### src/rtl/multu_hilo_pkg.sv
// rtl/multu_hilo_pkg.sv - shared function codes and multiply FSM state encodings
package multu_hilo_pkg;

  localparam logic [5:0] FUNC_SLL   = 6'b000000;
  localparam logic [5:0] FUNC_MFHI  = 6'b010000;
  localparam logic [5:0] FUNC_MFLO  = 6'b010010;
  localparam logic [5:0] FUNC_MULTU = 6'b011001;
  localparam logic [5:0] FUNC_ADD   = 6'b100000;
  localparam logic [5:0] FUNC_SUB   = 6'b100010;
  localparam logic [5:0] FUNC_AND   = 6'b100100;
  localparam logic [5:0] FUNC_OR    = 6'b100101;
  localparam logic [5:0] FUNC_SLT   = 6'b101010;

  typedef enum logic [1:0] {
    IDLE = 2'd0,
    BUSY = 2'd1,
    DONE = 2'd2
  } mult_state_t;

  function automatic logic is_multu(input logic [5:0] func);
    return func == FUNC_MULTU;
  endfunction

endpackage

### src/rtl/hilo_reg.sv
// rtl/hilo_reg.sv - Hi/Lo result register pair, loaded as one 2*WIDTH word
module hilo_reg #(
  parameter int WIDTH = 32
) (
  input  logic               clk,
  input  logic               reset,
  input  logic               we,
  input  logic [2*WIDTH-1:0] d,
  output logic [WIDTH-1:0]   HiOut,
  output logic [WIDTH-1:0]   LoOut
);

  always_ff @(posedge clk or posedge reset) begin
    if (reset) begin
      HiOut <= '0;
      LoOut <= '0;
    end else if (we) begin
      HiOut <= d[2*WIDTH-1:WIDTH];
      LoOut <= d[WIDTH-1:0];
    end
  end

endmodule

### src/rtl/multu_hilo.sv
// rtl/multu_hilo.sv - unsigned shift-add multiplier writing Hi/Lo
// MULTU_EARLY_TERM_EN: stop once the remaining multiplier bits are all zero.
module multu_hilo
  import multu_hilo_pkg::*;
#(
  parameter int WIDTH = 32
) (
  input  logic             clk,
  input  logic             reset,
  input  logic [WIDTH-1:0] dataA,
  input  logic [WIDTH-1:0] dataB,
  input  logic [5:0]       Signal,
  output logic [WIDTH-1:0] HiOut,
  output logic [WIDTH-1:0] LoOut,
  output logic             busy,
  output logic             done
);

  localparam int CNT_W = (WIDTH > 1) ? $clog2(WIDTH) : 1;
  localparam logic [CNT_W-1:0] LAST_ITER = CNT_W'(WIDTH - 1);

  mult_state_t state, next_state;

  logic [2*WIDTH-1:0] mcand;
  logic [WIDTH-1:0]   mplier;
  logic [2*WIDTH-1:0] acc;
  logic [CNT_W-1:0]   cnt;
  logic [2*WIDTH-1:0] sum;
  logic               start;
  logic               last_iter;

  assign start = (state == IDLE) && is_multu(Signal);
  assign sum   = acc + (mplier[0] ? mcand : '0);

`ifdef MULTU_EARLY_TERM_EN
  assign last_iter = (cnt == LAST_ITER) || (mplier[WIDTH-1:1] == '0);
`else
  assign last_iter = (cnt == LAST_ITER);
`endif

  always_ff @(posedge clk or posedge reset) begin
    if (reset) begin
      state <= IDLE;
    end else begin
      state <= next_state;
    end
  end

  always_comb begin
    next_state = state;
    busy       = 1'b0;
    done       = 1'b0;
    unique case (state)
      IDLE: begin
        if (start) next_state = BUSY;
      end
      BUSY: begin
        busy = 1'b1;
        if (last_iter) next_state = DONE;
      end
      DONE: begin
        done       = 1'b1;
        next_state = IDLE;
      end
      default: next_state = IDLE;
    endcase
  end

  // Operands are only loaded from IDLE, so input changes mid-run never disturb them.
  always_ff @(posedge clk or posedge reset) begin
    if (reset) begin
      mcand  <= '0;
      mplier <= '0;
      acc    <= '0;
      cnt    <= '0;
    end else if (start) begin
      mcand  <= {{WIDTH{1'b0}}, dataA};
      mplier <= dataB;
      acc    <= '0;
      cnt    <= '0;
    end else if (state == BUSY) begin
      acc    <= sum;
      mcand  <= mcand << 1;
      mplier <= mplier >> 1;
      cnt    <= cnt + CNT_W'(1);
    end
  end

  // The final partial product is folded in via sum on the same edge Hi/Lo load.
  hilo_reg #(
    .WIDTH(WIDTH)
  ) u_hilo (
    .clk  (clk),
    .reset(reset),
    .we   ((state == BUSY) && last_iter),
    .d    (sum),
    .HiOut(HiOut),
    .LoOut(LoOut)
  );

endmodule

### config.mk
export PLATFORM = sky130hd
export DESIGN_NAME = multu_hilo
export DESIGN_NICKNAME = d
export VERILOG_FILES = /design/src/rtl/multu_hilo_pkg.sv /design/src/rtl/hilo_reg.sv /design/src/rtl/multu_hilo.sv
export SDC_FILE = /design/constraint.sdc
export NUM_CORES = 1
export LEC_CHECK = 0
export ABC_AREA = 1
export CAP_MARGIN = 10
export CORE_MARGIN = 2
export CORE_UTILIZATION = 40
export DETAILED_ROUTE_END_ITERATION = 12
export GPL_TIMING_DRIVEN = 0
export HOLD_SLACK_MARGIN = 0.1
export PLACE_DENSITY = 0.64
export REMOVE_ABC_BUFFERS = 1
export SLEW_MARGIN = 40
export SYNTH_ARGS = -nofsm -noshare
export SYNTH_HDL_FRONTEND = slang
export SYNTH_SLANG_ARGS = --single-unit
### constraint.sdc
create_clock -name clk -period 7.65 [get_ports clk]
set_clock_uncertainty 0.1 [all_clocks]
set_input_delay 1.53 -clock clk [delete_from_list [all_inputs] [get_ports clk]]
set_output_delay 1.53 -clock clk [all_outputs]
set_load 0.005 [all_outputs]
### Yosys cells after proc, flatten, opt, wreduce, memory -nomap -nowiden

Index checks and enable logic that the tools add are counted.

* $add $sub $neg: 2
* equal/unequal tests: 6
* bitwise logic cells: 0
* muxes and demuxes: 14
* reduce and logical (&&, ||, !) cells: 5
* magnitude comparators: 0
* div/mod/pow operators: 0
* shifts and indexed selects: 0
* multipliers: 0

Operators with widths (count)
* two-way mux 64 bit: 5
* adder 64 bit: 1
* two-way mux 32 bit: 2
* two-way mux 5 bit: 2
* == test 6 x 5 -> 1 bit (second input constant): 1
* adder 5 x 1 -> 5 bit (second input constant): 1
* == test 5 bit (second input constant): 1
* two-way mux 2 bit: 2
* != test 2 bit (second input constant): 2
* one-hot mux 2 bit (2 select lines): 1
* == test 2 x 1 -> 1 bit (second input constant): 1
* == test 2 bit (second input constant): 1
* logical AND 1 bit: 2
* zero test 2 bit: 1
* two-way mux 1 bit: 2
* AND reduction 2 bit: 1
* nonzero test 2 bit: 1

* memories kept: 0
* flip-flop bits (word level): 231
* word-level logic and storage cells: 34
* output and inout bits: 66
* latch bits: 0
* bits in writable memories: 0
* input bits: 72
* bits in read-only memories: 0

### Longest topological paths before layout

Gate-level depths: netlist (run 1).

* word-level depth: 4
* depth in mapped cells: 20
* depth with buffers taken out: 18

### By module

From an unflattened synthesis (run 1), not the netlist that was laid out.

* cells, all modules: 2436
* area total of the unflattened synthesis: 15690.0 µm²

By module, submodules not included
* multu_hilo: cells an instance 2165, seq. area each 4179.0 µm², instances 1, area each 13240.2 µm²
* hilo_reg: cells an instance 271, seq. area each 1601.5 µm², instances 1, area each 2449.8 µm²

### Worst setup path after synthesis (run 1)

Ideal clock, no wire load.

* path kind: input to register
* start point: input port Signal[1]
* end point: register acc[10]
* setup slack: 4.817 ns
* stages on the path: 8
* required time: 7.419 ns
* buffers on the path: 2
* library setup time: 0.131 ns
* arrival: 2.602 ns
* path through: nor4_2 -> nand4_2 -> nand2_2 -> inv_2 -> buf_2 -> buf_2 -> nand2_1 -> o21ai_1

* word-level cells in the longest chain between the ends: 3
* elaborated cells on any way between the ends: 4
* those cells by class: eq/ne: 1; mux: 1; reduce/logical: 2

Ends and longest elaborated chain
* from (decl): RTL line multu_hilo.sv:12 `input logic [5:0] Signal,`
* == test 6 x 5 -> 1 bit *: RTL line multu_hilo_pkg.sv:21 `return func == FUNC_MULTU;`
* logical AND 1 bit *: RTL line multu_hilo.sv:32 `assign start = (state == IDLE) && is_multu(Signal);`
* two-way mux 64 bit / nonzero test 2 bit (equally long branches)
* to (signal assigned): RTL line multu_hilo.sv:82 `acc <= sum;`
* to (decl): RTL line multu_hilo.sv:26 `logic [2*WIDTH-1:0] acc;`

Mark *: on every way between the ends. The rest lies on a longest branch, timed or not.
A chain may end at the register's enable or synchronous reset.

### Worst setup path in the final report (run 1)

* start point: register state[0]
* end point: output port busy

* word-level cells in the longest chain between the ends: 2

Ends and longest elaborated chain
* from (decl): RTL line multu_hilo.sv:22 `mult_state_t state, next_state;`
* from (signal assigned): RTL line multu_hilo.sv:45 `state <= next_state;`
* == test 2 x 1 -> 1 bit: RTL line multu_hilo.sv:53 `unique case (state)`
* two-way mux 1 bit: RTL line multu_hilo.sv:53
* to (decl): RTL line multu_hilo.sv:15 `output logic busy,`

Every way passes these cells.

==> flow_summary.json, run 1 <==
{
  "status": "finished, final reports clean",
  "port_buffers": 137,
  "p_leak_nw": 10.44,
  "netlist_instances": 2344,
  "seq_area_frac_synth_pct": 37.86,
  "slew_headroom_pct": 63.70,
  "drive_gt1_share_pct": 3.022,
  "num_vias": 14440,
  "syn_area_um2": 15270,
  "first_pass_iters": 6,
  "routed_via_density": 4.825,
  "reg2reg_from": "mplier[0]",
  "die_x_um": 199.4,
  "power_frac_clock_pct": 22.6,
  "maxSlewViolCount": 0,
  "p_sw_share_pct": 40.52,
  "clk_pin_slew_ns": 0.06,
  "htree_levels": 1,
  "antenna_found_initial": 0,
  "hold_start": "u_hilo.HiOut[29]",
  "p_int_mw": 3.512,
  "cts_setup_buffers": 0,
  "critPathSlowestCell": "clkdlybuf4s50_1",
  "fmax_mhz": 259.5,
  "avgRoutedWirePerCell_um": 15.43,
  "dieArea_um2": 39750,
  "antenna_left": 0,
  "final_util_pct": 48.61,
  "n_antenna_cell": 0,
  "cts-buffers-inserted": 27,
  "synth_edf_count": 0,
  "gp_congestion": 0.9758,
  "maxCapViolations": 0,
  "dp_worst_setup_slack_ns": 3.248,
  "seqPwrFrac_pct": 34.6,
  "crit_arrival_ns": 2.22,
  "pwr-share-comb_pct": 42.9,
  "grt_max_degree": 78,
  "peakVddDrop_uv": 179.7,
  "cts_tree": "done",
  "grt-ovfl-total": 0,
  "grt_pass1_vias": 13910,
  "core_um2": 37670,
  "design_area_um2": 18310,
  "wirelength_um": 46170,
  "start_kind": "flip-flop",
  "final_nets": 2599,
  "power_switching_mw": 2.392,
  "hold_path_end": "u_hilo.HiOut[29]",
  "rsz0062_at_grt": "false",
  "cp_num_buf_inv": 4,
  "ys_types": 34,
  "whs_path_depth": 2,
  "tightest_slew_ns": 0.5445,
  "r2r_end": "u_hilo.LoOut[24]",
  "crit_fanout": 22,
  "synth-async-reset-ratio_pct": 100.0,
  "grt_pass1_wl_um": 74690,
  "setup_viol": 0,
  "final-hold-violation-count": 0,
  "power_density_nw_per_um2": 322.5,
  "hold-worst-slack_ns": 0.3769,
  "hpwl_um": 35680,
  "ys.flop_type": "dfrtp_1",
  "cp.depth": 5,
  "dr.first_iter.drc_count": 1007,
  "ys_ff_latch": 231,
  "fin_crit_sh_pct": 50.38,
  "max_stage_delay_ns": 0.51,
  "pin_count": 138,
  "layout-area-overhead-vs-synth_pct": 19.90,
  "synth_area_per_cell_um2": 6.514,
  "synth.area.top_cells": "dfrtp_1 (38%), nand2_1 (23%), inv_1 (12%)",
  "placed_area_um2": 17390,
  "start_util_pct": 40.54,
  "finalCriticalPeriod_ns": 3.854,
  "r2r_slack_ns": 4.21,
  "crit_chain": "inv_1 -> nor2_4 -> buf_8 -> buf_16 -> clkdlybuf4s50_1",
  "yosys_warnings": 0,
  "clk_latency_ns": 0.57,
  "finalSetupTns_ns": 0,
  "crit_type": "flip-flop to output pin",
  "cts_root_buf": "clkbuf_16",
  "drc": 0,
  "setup_ws_ns": 3.796,
  "clkSinkCount": 231,
  "cts-hold-fix-buffers": 0,
  "cts.repair.resized": 0,
  "critPathRequiredTime_ns": 6.02,
  "ff2ff_path_depth": 13,
  "crit_path_end_kind": "output pin",
  "cp_top_family": "buffers and inverters",
  "synth_top_area_share_pct": 37.86,
  "hp-class": "flip-flop to flip-flop",
  "clock_path_buffers": 3,
  "yosysTopAreaCell": "dfrtp_1",
  "std_cell_rows": 71,
  "die_h_um": 199.4,
  "grt_usage_pct": 23.93
}
## power groups by stage
stage	Clock [mW]	Sequential (mW)	Combinational, mW
floorplan	0	1.99	1.64
global placement	0	2.06	2.41
detailed placement	0	2.05	2.53
CTS	1.36	2.04	2.54
global route	1.42	2.10	2.89
finish	1.33	2.04	2.53
## tightest hold or removal path: stages, from the launching register on
cell and delay [ns]:
dfrtp_1 0.34, nand2_1 0.05, nand2_1 0.05
## layer usage
layer	routed length (µm)	vias up	part of all wire, %	track usage [%]
li1	-	7380	-	-
met1	23160	6675	50	36.17
met2	19740	348	43	37.18
met3	2609	37	5.7	2.380
met4	659	0	1.4	4.664
met5	0	-	0	0
## cell type report
class	instances	area (µm²)
multi-input cells	1545	7365
inverters	505	1918
clock inverters	15	155.1
clock buffers	35	765.7
well taps	511	639.4
repair buffers	151	1682
fillers	3937	19360
flip-flops and latches	231	5784
## state kept, by name, indices dropped and copies added (netlist names)
name and count:
u_hilo.HiOut 32, cnt 5, mplier 32, acc 64
state 2, mcand 64, u_hilo.LoOut 32
## synthesized netlist by cell type (all sizes together) (29+ instances only)
| master | n |
|---|---|
| nand2 | 956 |
| inv | 505 |
| dfrtp | 231 |
| nand3 | 114 |
| nor2 | 106 |
| o21ai | 82 |
| ha | 65 |
| a21oi | 52 |
| clkbuf | 41 |
| o211ai | 33 |
| o22ai | 33 |
| o221ai | 29 |
## cell families after synthesis
kind of cell / count (synthesis) / synth area share [%]
and+or+nand+nor: 1217 / 31.64
buffers and inverters: 568 / 14.14
DFF: 231 / 37.86
xor gates and xnor gates: 29 / 1.663
adders and majority gates: 66 / 5.457
AOI/OAI and AO/OA: 233 / 9.243
## per-stage QoR
step,cells,power [mW]
finish,2993,5.905
global route,2993,6.409
CTS,2993,5.944
detailed placement,2943,4.581
global placement,2929,4.477
floorplan,2281,3.630
## layout by cell type, fill, tap and decap left out, types with 7 or more instances in the layout
cell type	count
nand3b_1	13
clkdlybuf4s50_1	137
a21oi_1	52
o21ai_1	21
nor2_1	105
clkbuf_16	27
inv_1	501
ha_1	65
dfrtp_1	230
clkinv_2	7
o21ai_0	61
o211ai_1	33
nand2_1	954
o22ai_1	33
o221ai_1	29
nand3_1	114
xnor2_1	22
nor3_1	13
xor2_1	7
## worst max path at each step
| stage | slack [ns] | to | startpoint |
|---|---|---|---|
| after floorplan | -0.31 | acc[0] | reset |
| after global placement | -3.57 | u_hilo.LoOut[10] | reset |
| after detailed placement | 3.25 | mplier[22] | Signal[0] |
| after CTS | 3.77 | busy | state[0] |
| after global routing | 3.63 | mplier[17] | Signal[0] |
| final | 3.80 | busy | state[0] |
(Power assumes the default switching activity.)
==> run 2, diff against run 1 <==
==> constraint.sdc (replaced) <==
create_clock -name clk -period 3.5 [get_ports clk]
set_clock_uncertainty 0.1 [all_clocks]
set_input_delay 0.7 -clock clk [delete_from_list [all_inputs] [get_ports clk]]
set_output_delay 0.7 -clock clk [all_outputs]
set_load 0.005 [all_outputs]
==> run 2 against run 1 <==
Sequential share of layout area about the same. Combinational power increased by 120%. Critical path depth increased by 9. Clock-buffer cell count unchanged. Worst setup slack got worse by 3.5 ns. Design area increased by 0.12%. Critical endpoint is now u_hilo.HiOut[28]. Non-clock buffer count increased by 1. Via count about the same.
==> flow_summary.json, run 2 (synthesis results as in run 1) <==
{
  "status": "finished, final reports clean",
  "crit_fanout": 18,
  "r2r_slack_ns": 0.31,
  "clkSinkCount": 231,
  "start_kind": "flip-flop",
  "rsz0062_at_grt": "false",
  "grt_pass1_wl_um": 74690,
  "grt_max_degree": 78,
  "routed_via_density": 4.827,
  "slew_headroom_pct": 62.95,
  "final_util_pct": 48.67,
  "cts_tree": "done",
  "hpwl_um": 35680,
  "final_nets": 2600,
  "maxCapViolations": 0,
  "dp_worst_setup_slack_ns": -0.07163,
  "top_regs": "acc x64, mcand x64",
  "power_density_nw_per_um2": 705.8,
  "clk_pin_slew_ns": 0.06,
  "first_pass_iters": 6,
  "cts_root_buf": "clkbuf_16",
  "layout-area-overhead-vs-synth_pct": 20.05,
  "crit_arrival_ns": 3.54,
  "final-hold-violation-count": 0,
  "peakVddDrop_uv": 393.1,
  "cts-buffers-inserted": 27,
  "grt_usage_pct": 23.93,
  "antenna_found_initial": 0,
  "maxSlewViolCount": 0,
  "setup_ws_ns": 0.3099,
  "n_antenna_cell": 0,
  "antenna_left": 0,
  "num_vias": 14450,
  "setup_viol": 0,
  "std_cell_rows": 71,
  "grt_pass1_vias": 13910,
  "dieArea_um2": 39750,
  "core_um2": 37670,
  "dr.first_iter.drc_count": 1006,
  "tightest_slew_ns": 0.5557,
  "final_common_cell": "nand2_1",
  "seqCellArea_um2": 5784,
  "fmax_mhz": 313.5,
  "wirelength_um": 46380,
  "clock_path_buffers": 3,
  "drc": 0,
  "pin_count": 138,
  "crit_path_end_kind": "flip-flop",
  "die_x_um": 199.4,
  "cts-hold-fix-buffers": 0,
  "gp_congestion": 0.9758,
  "htree_levels": 1,
  "port_buffers": 137,
  "drive_gt1_share_pct": 3.141,
  "die_h_um": 199.4,
  "clk_latency_ns": 0.57,
  "fin_crit_sh_pct": 91.14,
  "p_leak_nw": 10.46,
  "grt-ovfl-total": 0,
  "start_util_pct": 40.54,
  "critPathRequiredTime_ns": 3.85,
  "hp-class": "primary input to asynchronous set/reset pin",
  "nFillCells": 3932,
  "finalCriticalPeriod_ns": 3.190,
  "layout_common_cells": "nand2_1 (953), inv_1 (501), dfrtp_1 (230)",
  "multiInputGateArea_um2": 7372,
  "avgRoutedWirePerCell_um": 15.49,
  "crit_type": "flip-flop to flip-flop"
}
## run 2: critical path, cell delays in order (launching register included)
cell	delay (ns)
dfrtp_4	0.61
nand2_1	0.10
inv_1	0.04
ha_1	0.24
fa_1	0.48
nand3_1	0.12
nand3_1	0.21
inv_1	0.11
nor2_1	0.06
o21ai_0	0.29
nand2_2	0.24
nand2_1	0.15
nand3_1	0.10
nand3_1	0.14
nand2_1	0.06
## run 2: path summary, 6_finish.rpt
kind                                          to             start  depth (start not counted)
worst max-delay path            u_hilo.HiOut[28]         mplier[0]                         14
worst min-delay path                     acc[47]             reset                          2
worst max register to register  u_hilo.HiOut[28]         mplier[0]                         14
worst min register to register  u_hilo.HiOut[29]  u_hilo.HiOut[29]                          2
max in group asynchronous              mplier[0]             reset                          4
min in group clk                u_hilo.HiOut[29]  u_hilo.HiOut[29]                          2
## run 2: power breakdown
| part | switching (mW) | total [mW] | internal [mW] |
|---|---|---|---|
| Sequential | 0.689 | 4.44 | 3.75 |
| Combinational | 3.35 | 5.59 | 2.24 |
| Clock | 1.21 | 2.91 | 1.70 |
| Total | 5.24 | 12.9 | 7.69 |
## run 2: layout make-up
type | count | area share [%]
multi-input cells | 1545 | 40.22
repair buffers | 152 | 9.255
inverters | 505 | 10.46
well taps | 511 | 3.488
clock buffers | 35 | 4.177
flip-flops and latches | 231 | 31.55
clock inverters | 15 | 0.8464
## run 2: per-layer routing
metal | vias to the layer above | share of wire, % | track usage (%)
met5 | - | 0 | 0
met1 | 6711 | 50 | 36.17
met3 | 34 | 5.2 | 2.380
met4 | 0 | 1.4 | 4.664
met2 | 320 | 43 | 37.18
li1 | 7387 | - | -
## run 2: repair_timing
item | in CTS | in global routing
setup endpoints to repair | 0 | 16
setup buffers | 0 | 1
hold endpoints to repair | 0 | 0
resized for setup | 0 | 2
## run 2: stage by stage
stage	power [mW]	TNS [ns]	std cells	hold slack [ns]	instance area [µm²]
global placement	9.786	-3037.32	2929	0.3644	17020
floorplan	7.935	-1276.79	2281	0.3553	15010
global route	14.05	0	2994	0.3723	18330
CTS	12.99	0	2993	0.3520	18310
finish	12.94	0	2994	0.3578	18330
detailed placement	10.01	-1.128	2943	0.3645	17390
==> run 3, diff against run 2 <==
--- a/config.mk
+++ b/config.mk
@@ -8,11 +8,11 @@
 export ABC_AREA = 1
 export CAP_MARGIN = 10
 export CORE_MARGIN = 2
-export CORE_UTILIZATION = 40
+export CORE_UTILIZATION = 42
 export DETAILED_ROUTE_END_ITERATION = 12
 export GPL_TIMING_DRIVEN = 0
 export HOLD_SLACK_MARGIN = 0.1
-export PLACE_DENSITY = 0.64
+export PLACE_DENSITY = 0.67
 export REMOVE_ABC_BUFFERS = 1
 export SLEW_MARGIN = 40
 export SYNTH_ARGS = -nofsm -noshare
==> run 3 against run 2 <==
Via count down 0.26%. Sequential cell count unchanged. Clock-buffer cell count up 2. Die area decreased by 4.7%. Highest routed layer unchanged. Clock power is essentially flat. Sequential share of layout area rose by 0.15 points.
==> flow_summary.json, run 3 (synthesis results as in run 1) <==
{
  "rsz0062_at_grt": "true",
  "cts_root_buf": "clkbuf_16",
  "clkSinkCount": 231,
  "maxCapViolations": 0,
  "grt-ovfl-total": 0,
  "dp_worst_setup_slack_ns": 0.04232,
  "maxSlewViolCount": 0,
  "start_util_pct": 42.83,
  "final_common_cell": "nand2_1",
  "cts_tree": "done",
  "clk_latency_ns": 0.58,
  "cts.repair.resized": 0,
  "power_density_nw_per_um2": 709.9,
  "final-hold-violation-count": 0,
  "fin_crit_sh_pct": 94.75,
  "maxUsedRoutingLayer": "met4",
  "port_buffers": 137,
  "pwr-share-comb_pct": 43.1,
  "p_sw_share_pct": 40.49,
  "cp_num_buf_inv": 3,
  "wl_met1_um": 24370,
  "grt_pass1_vias": 13970,
  "power_switching_mw": 5.245,
  "crit_arrival_ns": 3.68,
  "hp-class": "primary input to asynchronous set/reset pin",
  "dp_cells": 2893,
  "core_um2": 35660,
  "grt_pass1_wl_um": 76070,
  "antenna_found_initial": 0,
  "slew_headroom_pct": 59.88,
  "setup_viol": 0,
  "final_nets": 2599,
  "std_cell_rows": 69,
  "top_regs": "acc x64, mcand x64",
  "layout_common_cells": "nand2_1 (954), inv_1 (501), dfrtp_1 (230)",
  "drc": 0,
  "first_pass_iters": 5,
  "peakVddDrop_uv": 382.1,
  "finalCriticalPeriod_ns": 3.316,
  "cts_setup_buffers": 0,
  "num_vias": 14410,
  "fmax_mhz": 301.6,
  "wl_met3_um": 2265,
  "clock_path_buffers": 3,
  "wl_met2_um": 19790,
  "p_leak_nw": 10.43,
  "max_stage_delay_ns": 0.65,
  "wirelength_um": 47190,
  "crit_top_cell": "nand2_1",
  "dr.first_iter.drc_count": 974,
  "p_int_mw": 7.707,
  "grt_max_degree": 80,
  "hpwl_um": 36360,
  "cts-hold-fix-buffers": 0,
  "crit_path_end_kind": "flip-flop",
  "final-instance-count-excl-fill": 2940,
  "n_antenna_cell": 0,
  "pin_count": 138,
  "critPathRequiredTime_ns": 3.87,
  "routed_via_density": 4.903,
  "start_kind": "flip-flop",
  "p_total_mw": 12.95,
  "cp_top_family": "simple AND/OR/NAND/NOR gates",
  "nFillCells": 3658,
  "dieArea_um2": 37900,
  "power_frac_clock_pct": 22.5,
  "clk_pin_slew_ns": 0.06,
  "die_x_um": 194.7,
  "antenna_left": 0,
  "crit_chain": "buf_12 -> nand2_1 -> inv_1 -> ha_1 -> nand2_1 -> inv_1 -> nand2_1 -> nor3_1 -> nand2_1 -> nor2_1 -> nand2_1 -> nand2_1 -> nand2_1 -> nand3_1 -> nand2_1",
  "htree_levels": 1,
  "cts-buffers-inserted": 27,
  "grt_usage_pct": 25.38,
  "avgRoutedWirePerCell_um": 16.05,
  "status": "finished, final reports clean",
  "tightest_slew_ns": 0.6018,
  "layout-area-overhead-vs-synth_pct": 19.49,
  "seqPwrFrac_pct": 34.4,
  "critPathSlowestCell": "dfrtp_4",
  "crit_type": "flip-flop to flip-flop",
  "die_h_um": 194.7,
  "crit_fanout": 35,
  "setup_ws_ns": 0.1838,
  "drive_gt1_share_pct": 2.824,
  "gp_congestion": 0.9350
}
run 3: changes by cell type in the layout (fill, tap and decap cells not counted), sizes merged:
cell    before  now
clkbuf      35   37
buf         15   14
inv        507  506
bufinv       2    3
clkinv       8    3
run 3: path summary, 6_finish.rpt:
path | from | endpoint | slack (ns) | cells past startpoint
setup reg to reg | mplier[0] | u_hilo.HiOut[25] | 0.18 | 15
setup / recovery | mplier[0] | u_hilo.HiOut[25] | 0.18 | 15
min in group clk | u_hilo.HiOut[10] | u_hilo.HiOut[10] | 0.38 | 2
hold / removal | reset | u_hilo.HiOut[25] | 0.33 | 2
max in group asynchronous | reset | mplier[0] | 1.95 | 4
hold reg to reg | u_hilo.HiOut[10] | u_hilo.HiOut[10] | 0.38 | 2
run 3: layout make-up:
| class | count | area, µm² | area share [%] |
|---|---|---|---|
| Clock buffer | 37 | 753.2 | 4.128 |
| Multi-Input combinational cell | 1545 | 7373 | 40.41 |
| Inverter | 505 | 1918 | 10.51 |
| Tap cell | 461 | 576.8 | 3.161 |
| Sequential cell | 231 | 5784 | 31.70 |
| Clock inverter | 10 | 151.4 | 0.8297 |
| Timing Repair Buffer | 151 | 1689 | 9.257 |
run 3: metal layers:
layer  GRT usage (%)  vias to the layer above
met1           38.45                     6701
met2           38.87                      288
met4           5.157                        0
li1                -                     7383
met5               0                        -
met3           3.037                       42
run 3: stage by stage:
stage / utilization [%] / hold slack [ns] / TNS, ns / instance area [µm²]
floorplan: - / 0.3553 / -1276.79 / 15010
detailed placement: 48.61 / 0.3654 / 0 / 17330
finish: 51.17 / 0.3303 / 0 / 18250
global placement: 47.55 / 0.3617 / -3062.48 / 16950
global route: 51.17 / 0.3342 / -0.003362 / 18250
CTS: 51.15 / 0.3275 / 0 / 18240
run 3: power groups by stage:
stage / Clock, mW / Sequential [mW] / Combinational (mW)
6_report: 2.91 / 4.46 / 5.59
3_5_place_dp: 0 / 4.48 / 5.57
4_1_cts: 2.98 / 4.46 / 5.61
2_1_floorplan: 0 / 4.35 / 3.58
3_3_place_gp: 0 / 4.51 / 5.33
5_1_grt: 3.07 / 4.60 / 6.34
